[src/rtl/led_pattern_seq.sv]
// LED pattern sequencer: walk / bounce / binary / fill patterns, stepped by a
// debounced key edge or a prescaled tick, with run/pause control.
// Bounce direction FSM: state    | meaning
//                       DIR_UP   | bounce position counting up
//                       DIR_DOWN | bounce position counting down
module led_pattern_seq #(
  parameter int NUM_LEDS = 8,
  parameter int TICK_DIV = 50000000
) (
  input  logic                clk,
  input  logic                reset,
  input  logic                key_n,
  input  logic                auto_en,
  input  logic [1:0]          mode,
  input  logic                start,
  input  logic                pause,
  output logic [NUM_LEDS-1:0] led,
  output logic [NUM_LEDS-1:0] pos,
  output logic                running,
  output logic                wrap
);

  localparam int PW = $clog2(TICK_DIV);
  localparam logic [PW-1:0]       PRESC_MAX = PW'(TICK_DIV - 1);
  localparam logic [PW-1:0]       PRESC_ONE = PW'(1);
  localparam logic [NUM_LEDS-1:0] POS_ONE   = NUM_LEDS'(1);
  localparam logic [NUM_LEDS-1:0] POS_LAST  = NUM_LEDS'(NUM_LEDS - 1);
  localparam logic [NUM_LEDS-1:0] POS_FULL  = NUM_LEDS'(NUM_LEDS);

  typedef enum logic {DIR_UP, DIR_DOWN} dir_t;

  dir_t                dir, dir_d;
  logic [1:0]          mode_q, mode_d;
  logic [NUM_LEDS-1:0] pos_d, led_d;
  logic [PW-1:0]       presc, presc_d;
  logic                running_d, wrap_d;
  logic                key_s1, key_s2, key_s3;
  logic                fall, tick, adv;

  // LED image for a given pattern and step index
  function automatic logic [NUM_LEDS-1:0] pattern(input logic [1:0] m,
                                                  input logic [NUM_LEDS-1:0] p);
    logic [NUM_LEDS-1:0] r;
    r = '0;
    for (int i = 0; i < NUM_LEDS; i++) begin
      case (m)
        2'd0:    r[i] = (p == NUM_LEDS'(i + 1));
        2'd1:    r[i] = (p == NUM_LEDS'(i));
        2'd2:    r[i] = p[i];
        default: r[i] = (NUM_LEDS'(i) < p);
      endcase
    end
    return r;
  endfunction

  assign fall = key_s3 & ~key_s2;
  assign tick = running & auto_en & (presc == PRESC_MAX);
  assign adv  = running & (auto_en ? tick : fall);

  always_comb begin
    mode_d    = mode_q;
    pos_d     = pos;
    dir_d     = dir;
    presc_d   = presc;
    wrap_d    = 1'b0;
    running_d = start ? 1'b1 : (pause ? 1'b0 : running);

    if (running && auto_en)
      presc_d = tick ? '0 : presc + PRESC_ONE;

    // a mode change restarts the new pattern and swallows any advance
    if (mode != mode_q) begin
      mode_d  = mode;
      pos_d   = '0;
      dir_d   = DIR_UP;
      presc_d = '0;
    end else if (adv) begin
      case (mode_q)
        2'd1: begin
          if (dir == DIR_UP) begin
            if (pos == POS_LAST) begin
              pos_d  = pos - POS_ONE;
              dir_d  = DIR_DOWN;
              wrap_d = 1'b1;
            end else begin
              pos_d = pos + POS_ONE;
            end
          end else begin
            if (pos == '0) begin
              pos_d  = POS_ONE;
              dir_d  = DIR_UP;
              wrap_d = 1'b1;
            end else begin
              pos_d = pos - POS_ONE;
            end
          end
        end
        2'd2: begin
          pos_d  = pos + POS_ONE;
          wrap_d = &pos;
        end
        default: begin
          if (pos >= POS_FULL) begin
            pos_d  = '0;
            wrap_d = 1'b1;
          end else begin
            pos_d = pos + POS_ONE;
          end
        end
      endcase
    end

    led_d = pattern(mode_d, pos_d);
  end

  always_ff @(posedge clk or negedge reset) begin
    if (!reset) begin
      key_s1  <= 1'b1;
      key_s2  <= 1'b1;
      key_s3  <= 1'b1;
      mode_q  <= '0;
      pos     <= '0;
      led     <= '0;
      dir     <= DIR_UP;
      presc   <= '0;
      running <= 1'b1;
      wrap    <= 1'b0;
    end else begin
      key_s1  <= key_n;
      key_s2  <= key_s1;
      key_s3  <= key_s2;
      mode_q  <= mode_d;
      pos     <= pos_d;
      led     <= led_d;
      dir     <= dir_d;
      presc   <= presc_d;
      running <= running_d;
      wrap    <= wrap_d;
    end
  end

endmodule

[config.mk]
export PLATFORM = sky130hd
export DESIGN_NAME = led_pattern_seq
export DESIGN_NICKNAME = d
export VERILOG_FILES = /design/src/rtl/led_pattern_seq.sv
export SDC_FILE = /design/constraint.sdc
export NUM_CORES = 1
export LEC_CHECK = 0
export BUFFER_PORTS_ARGS = -buffer_cell sky130_fd_sc_hd__buf_4
export CAP_MARGIN = 20
export CORE_ASPECT_RATIO = 1.1
export CORE_MARGIN = 2
export CORE_UTILIZATION = 42
export CTS_CLUSTER_SIZE = 20
export DETAILED_ROUTE_END_ITERATION = 8
export PLACE_DENSITY = 0.69
export SYNTH_ARGS = -nofsm -noshare
export SYNTH_HDL_FRONTEND = slang
export SYNTH_SLANG_ARGS = --single-unit
[constraint.sdc]
create_clock -name clk -period 4.3 [get_ports clk]
set_input_delay 0.86 -clock clk [delete_from_list [all_inputs] [get_ports clk]]
set_output_delay 0.86 -clock clk [all_outputs]
set_load 0.01 [all_outputs]
# After elaboration in Yosys (flattened, before gate mapping)
# Index checks and enable logic that the tools add are counted.
[word_totals]
regBits = 50
latchBits = 0
mem_bits_rw = 0
rom_bits = 0
input_bits = 8
out_inout_bits = 18
n_memories = 0
[classes]
addsub = 3
n_mul = 0
n_div = 0
order_cmp = 9
eq_ne = 15
shifts = 0
mux = 34
bitwise = 5
reduce_logical = 10
[op_table]
columns = ["operator", "n"]
rows = [
  ["$mux 26", 3],
  ["$mux 8", 6],
  ["$eq 8x3->1 const B", 5],
  ["$lt 3x8->1 const A", 4],
  ["$add 26x1->26 const B", 1],
  ["$eq 26x26->1 const B", 1],
  ["$pmux 1 s3", 8],
  ["$eq 8x2->1 const B", 2],
  ["$logic_not 8->1", 2],
  ["$lt 1x8->1 const A", 2],
  ["$lt 2x8->1 const A", 2],
  ["$pmux 8 s2", 1],
  ["$mux 1", 14],
  ["$add 8x1->8 const B", 1],
  ["$eq 8x1->1 const B", 1],
  ["$eq 8x4->1 const B", 1],
  ["$ge 8x4->1 const B", 1],
  ["$reduce_and 8->1", 1],
  ["$reduce_bool 2->1", 4],
  ["$sub 8x1->8 const B", 1],
  ["$and 1x1->1", 4],
  ["$eq 2x1->1 const B", 2],
  ["$eq 2x2->1 const B", 2],
  ["$logic_not 2->1", 1],
  ["6 further kinds", 6],
]

# Logic depth before layout (Yosys ltp)
[depth]
word_depth = 8
mapped_depth = 12
ltp_nobuf = 11

# Worst setup path before layout
# Ideal clock, no wire load.
[synth_timing]
kind = "register -> register"
start = "register pos[0]"
end = "register led[1]"
arrival_ns = 3.082
required_time_ns = 4.174
path_slack_ns = 1.092
stages_incl_launch_ff = 12
period_less_slack_ns = 3.208
cell_sequence = "dfrtp_1 clkbuf_1 inv_1 ha_1 or4b_4 o32ai_4 mux2i_1 or4_4 o221ai_4 nand3b_4 or2_1 a221o_1"
[synth_via]
elab_chain_len = 8
elab_cells_between_ends = 16
classes_between = "add/sub: 2; order compare: 2; eq/ne: 3; mux: 8; reduce/logical: 1"
[synth_lines]
columns = ["element", "line", "text"]
rows = [
  ["from (decl)", "18", "output logic [NUM_LEDS-1:0] pos,"],
  ["from (signal assigned)", "133", "pos <= pos_d;"],
  ["$add 8x1->8, or another cell as far along", "86, 99, 107", ""],
  ["$mux 8, on equally long branches", "81, 89", ""],
  ["$mux 8", "80", "if (dir == DIR_UP) begin"],
  ["$pmux 8 s2", "78", "case (mode_q)"],
  ["$mux 8 (*)", "77", "end else if (adv) begin"],
  ["$mux 8 (*)", "72", "if (mode != mode_q) begin"],
  ["$lt 1x8->1, or another cell as far along", "50", "default: r[i] = (NUM_LEDS'(i) < p);"],
  ["$pmux 1 s3 (*)", "46", "case (m)"],
  ["named net led_d[1]", "34", "logic [NUM_LEDS-1:0] pos_d, led_d;"],
  ["to (signal assigned)", "134", "led <= led_d;"],
  ["to (decl)", "17", "output logic [NUM_LEDS-1:0] led,"],
]
# The timed path passes the listed nets; every way through them passes the cells marked *.
# A chain may end at the register's enable or synchronous reset.

# Final worst setup path
[layout_timing]
start = "register pos[0]"
end = "register led[3]"
[layout_via]
elab_chain_len = 8
elab_cells_between_ends = 16
classes_between = "add/sub: 2; order compare: 2; eq/ne: 3; mux: 8; reduce/logical: 1"
[layout_lines]
columns = ["element", "line"]
rows = [
  ["$add 8x1->8, or another cell as far along", "86, 99, 107"],
  ["$mux 8, on equally long branches", "81, 89"],
  ["$mux 8", "80"],
  ["$pmux 8 s2", "78"],
  ["$mux 8 (*)", "77"],
  ["$mux 8 (*)", "72"],
  ["$lt 2x8->1, or another cell as far along", "50"],
  ["$pmux 1 s3 (*)", "46"],
  ["named net led_d[3]", "34"],
]
# Marks and branches as above.

==> impl_metrics.csv <==
group,metric,value,unit
placed_design,hpwl,6080,um
synthesis,synth_cell_type_count,69,
timing,setup_viol,0,
final_layout,drive_gt1_share,13.3,%
clock_tree,cts_tree,"yes",
grt,grt_first_pass_wirelength,14300,um
timing,worst_pin_slew,0.763,ns
placed_design,placed_area,3630,um^2
run,drv_cap,0,
clock_tree,cts_buffer_depth,2,
die,io_pins,26,
setup_path,cp_slowest_cell,"or4_4",
setup_path,slowest_delay,0.56,ns
clock_tree,cts_resized,0,
final_layout,fin_area,3740,um^2
run_status,outcome,"completed",
timing,setup_tns,0,ns
power_and_ir_drop,p_leak,1.48,nW
final_layout,nFillCells,803,
die,initial_core_util,43.0,%
clock_tree,cts_num_sinks,50,
timing,post-route-period-util,80.4,%
synthesis,synth.avg_cell_area,8.79,um^2
synthesis,synth_edf_count,0,
die,die-area,8750,um^2
synthesis,ys_seq_area_share,37.3,%
clock_tree,htreeDepth,2,
setup_path,rr_worst_depth,10,
routing,wl,8430,um
die,dieHeight,97.9,um
placed_design,numPortBuffers,25,
grt,overflow,0,
routing,wl_per_cell,16.7,um
power_and_ir_drop,power_density,247,nW/um^2
routing,drc,0,
synthesis,synth_nets,397,
min_path,hold-path-cell-count,0,
clock_tree,cts_inserted_buffers,5,
setup_path,cp_max_fo,11,
timing,slew_violations,0,
setup_path,cp.required,4.52,ns
die,core,7830,um^2
routing,viasPerCell,5.92,
grt,antenna_found_initial,0,
synthesis,syn_inst,383,
clock_tree,cts-root-buf,"clkbuf_8",
setup_path,cp.arrival,3.67,ns
grt,grt_max_degree,51,
synthesis,syn-cell-area,3370,um^2
routing,drt_iter0_markers,164,
die,die_w,89.4,um
timing,rsz0062_at_grt,"false",
synthesis,async_flop_share,100,%
clock_tree,ctsHoldBuffers,0,
grt,grt_util_all_layers,20.4,%
routing,via_count,2998,
placed_design,gp_congestion,0.997,
setup_path,start_kind,"flip-flop",
min_path,hold_path_class,"reg -> reg",
timing,finalCriticalPeriod,3.46,ns
synthesis,ys_warn_count,0,
timing,max_freq,289,MHz
timing,relSlewSlack,49.0,%
routing,ant_nets,0,
synthesis,ys.flop_type,"dfrtp_1",
timing,hold_viol,0,
clock_tree,clkTransAtPathRegs,0.10,ns
final_layout,area_delta_synth_final,11.1,%
setup_path,path_cells,"inv_1 -> ha_1 -> or4b_4 -> o32ai_4 -> mux2i_1 -> or4_4 -> o221ai_4 -> nand3_2 -> o41a_1 -> a211oi_1",
routing,dr.pass1.iters,4,
clock_tree,post-cts-setup-buffers,0,
power_and_ir_drop,peakVddDrop,122,uV
synthesis,ys_ff_latch,50,
setup_path,crit_type,"reg -> reg",
die,rows,34,
final_layout,nNetsFinal,411,
final_layout,post-route-util,47.8,%
timing,fin_skew,0.00955,ns
clock_tree,insertion_delay,0.31,ns
grt,grt_pass1_vias,2934,
final_layout,antennaDiodeCount,0,
setup_path,end_kind,"flip-flop",
## cell families after synthesis
group | Yosys count | share of synthesized area, %
AO/OA/AOI/OAI | 95 | 21.9
XOR/XNOR | 25 | 6.50
adder cells (fa/ha/maj) | 6 | 2.23
buffers and inverters | 37 | 4.38
flip-flops | 50 | 37.3
multiplexers | 2 | 0.595
AND/OR/NAND/NOR | 168 | 27.1
## cell type report
| class | count | area, um^2 | share of cell area [%] |
|---|---|---|---|
| multi-input combinational | 296 | 1960 | 52.5 |
| sequential | 50 | 1260 | 33.6 |
| timing repair buffer | 29 | 218 | 5.82 |
| tap | 108 | 135 | 3.61 |
| clock buffer | 5 | 68.8 | 1.84 |
| inverter | 15 | 56.3 | 1.51 |
| clock inverter | 3 | 43.8 | 1.17 |
## routing by layer
layer  global-route usage [%]  vias up  share of wire (%)
met5                        0        -                  0
met4                     7.92        0                2.5
met3                     4.14       20                4.2
met2                     33.2       81                 49
met1                     26.4     1450                 44
li1                         -     1447                  -
## sequential cells by signal, indices dropped and copies added (netlist names)
signal	flops
dir	1
key_s1	1
key_s2	1
key_s3	1
led	8
mode_q	2
pos	8
presc	26
running	1
wrap	1
## final timing paths
kind / from / endpoint / slack [ns]
max: pos[0]$_DFF_PN0_ / led[3]$_DFF_PN0_ / 0.84
min: key_s1$_DFF_PN1_ / key_s2$_DFF_PN1_ / 0.37
max reg2reg: pos[0]$_DFF_PN0_ / led[3]$_DFF_PN0_ / 0.84
min reg2reg: key_s1$_DFF_PN1_ / key_s2$_DFF_PN1_ / 0.37
max in group asynchronous: reset / presc[1]$_DFFE_PN0P_ / 3.32
min in group asynchronous: reset / led[6]$_DFF_PN0_ / 0.55
## worst max-delay path: cells and delay by family (launching register included)
family	cells	cell delay (ns)
mux	1	0.15
fa+ha+maj	1	0.27
simple gates	3	1.26
compound gates	4	1.00
buf+inv	1	0.16
flops	1	0.52
## where the power goes
part / internal, W / switching (W) / leakage (nW) / total, W
registers: 0.000478 / 0.00000552 / 0.676 / 0.000484
logic: 0.0000308 / 0.0000655 / 0.749 / 0.0000964
clock network: 0.000175 / 0.000169 / 0.0585 / 0.000343
total: 0.000684 / 0.000240 / 1.48 / 0.000924
## synthesized netlist by cell type (all sizes together) (3+ instances only)
cell type | count | area share [%]
nand3b | 4 | 1.3
inv | 15 | 1.7
buf | 3 | 0.59
and3 | 4 | 0.74
dfstp | 4 | 3.1
dfrtp | 46 | 34
a211oi | 7 | 1.6
nand3 | 15 | 2.4
ha | 6 | 2.2
nor3 | 11 | 1.6
o31ai | 7 | 1.6
o2111ai | 3 | 0.78
nor4bb | 4 | 1.2
a21oi | 16 | 2.5
o21ai | 15 | 2.2
clkbuf | 19 | 2.1
and4 | 3 | 0.78
nand2 | 29 | 3.2
or3 | 12 | 2.2
o22a | 3 | 0.78
nand4 | 10 | 1.9
and2 | 4 | 0.74
nor4 | 3 | 0.56
xnor2 | 10 | 2.6
nor2 | 47 | 5.2
o221ai | 4 | 1.6
or4 | 5 | 1.2
o21a | 6 | 1.3
xor2 | 15 | 3.9
o211ai | 4 | 0.89
or2 | 5 | 0.93
## per-stage QoR
stage / setup WS [ns] / cells / total power (W) / hold slack, ns
floorplan: 1.09 / 383 / 0.000551 / 0.345
global placement: 0.922 / 498 / 0.000588 / 0.347
detailed placement: 0.880 / 498 / 0.000590 / 0.349
CTS: 0.842 / 506 / 0.000932 / 0.368
global route: 0.695 / 506 / 0.000965 / 0.365
finish: 0.841 / 506 / 0.000924 / 0.366
## layout by cell type (no fill, tap or decap), types with 3 or more instances in the layout
| cell | n |
|---|---|
| nor2_1 | 47 |
| dfrtp_1 | 46 |
| nand2_1 | 29 |
| buf_4 | 29 |
| inv_1 | 15 |
| o21ai_0 | 15 |
| xor2_1 | 15 |
| a21oi_1 | 15 |
| nand3_1 | 14 |
| or3_1 | 12 |
| nor3_1 | 11 |
| nand4_1 | 10 |
| xnor2_1 | 10 |
| o31ai_1 | 7 |
| a211oi_1 | 7 |
| o21a_1 | 6 |
| ha_1 | 6 |
| clkbuf_8 | 5 |
| and3_1 | 4 |
| nor4bb_1 | 4 |
| or2_2 | 4 |
| or4_1 | 4 |
| o211ai_1 | 4 |
| and2_1 | 4 |
| dfstp_2 | 4 |
| and4_1 | 3 |
| nand3b_1 | 3 |
| o22a_1 | 3 |
| o221ai_1 | 3 |
| o2111ai_1 | 3 |
| nor4_1 | 3 |
No activity file was read; power rests on OpenSTA's default activity.
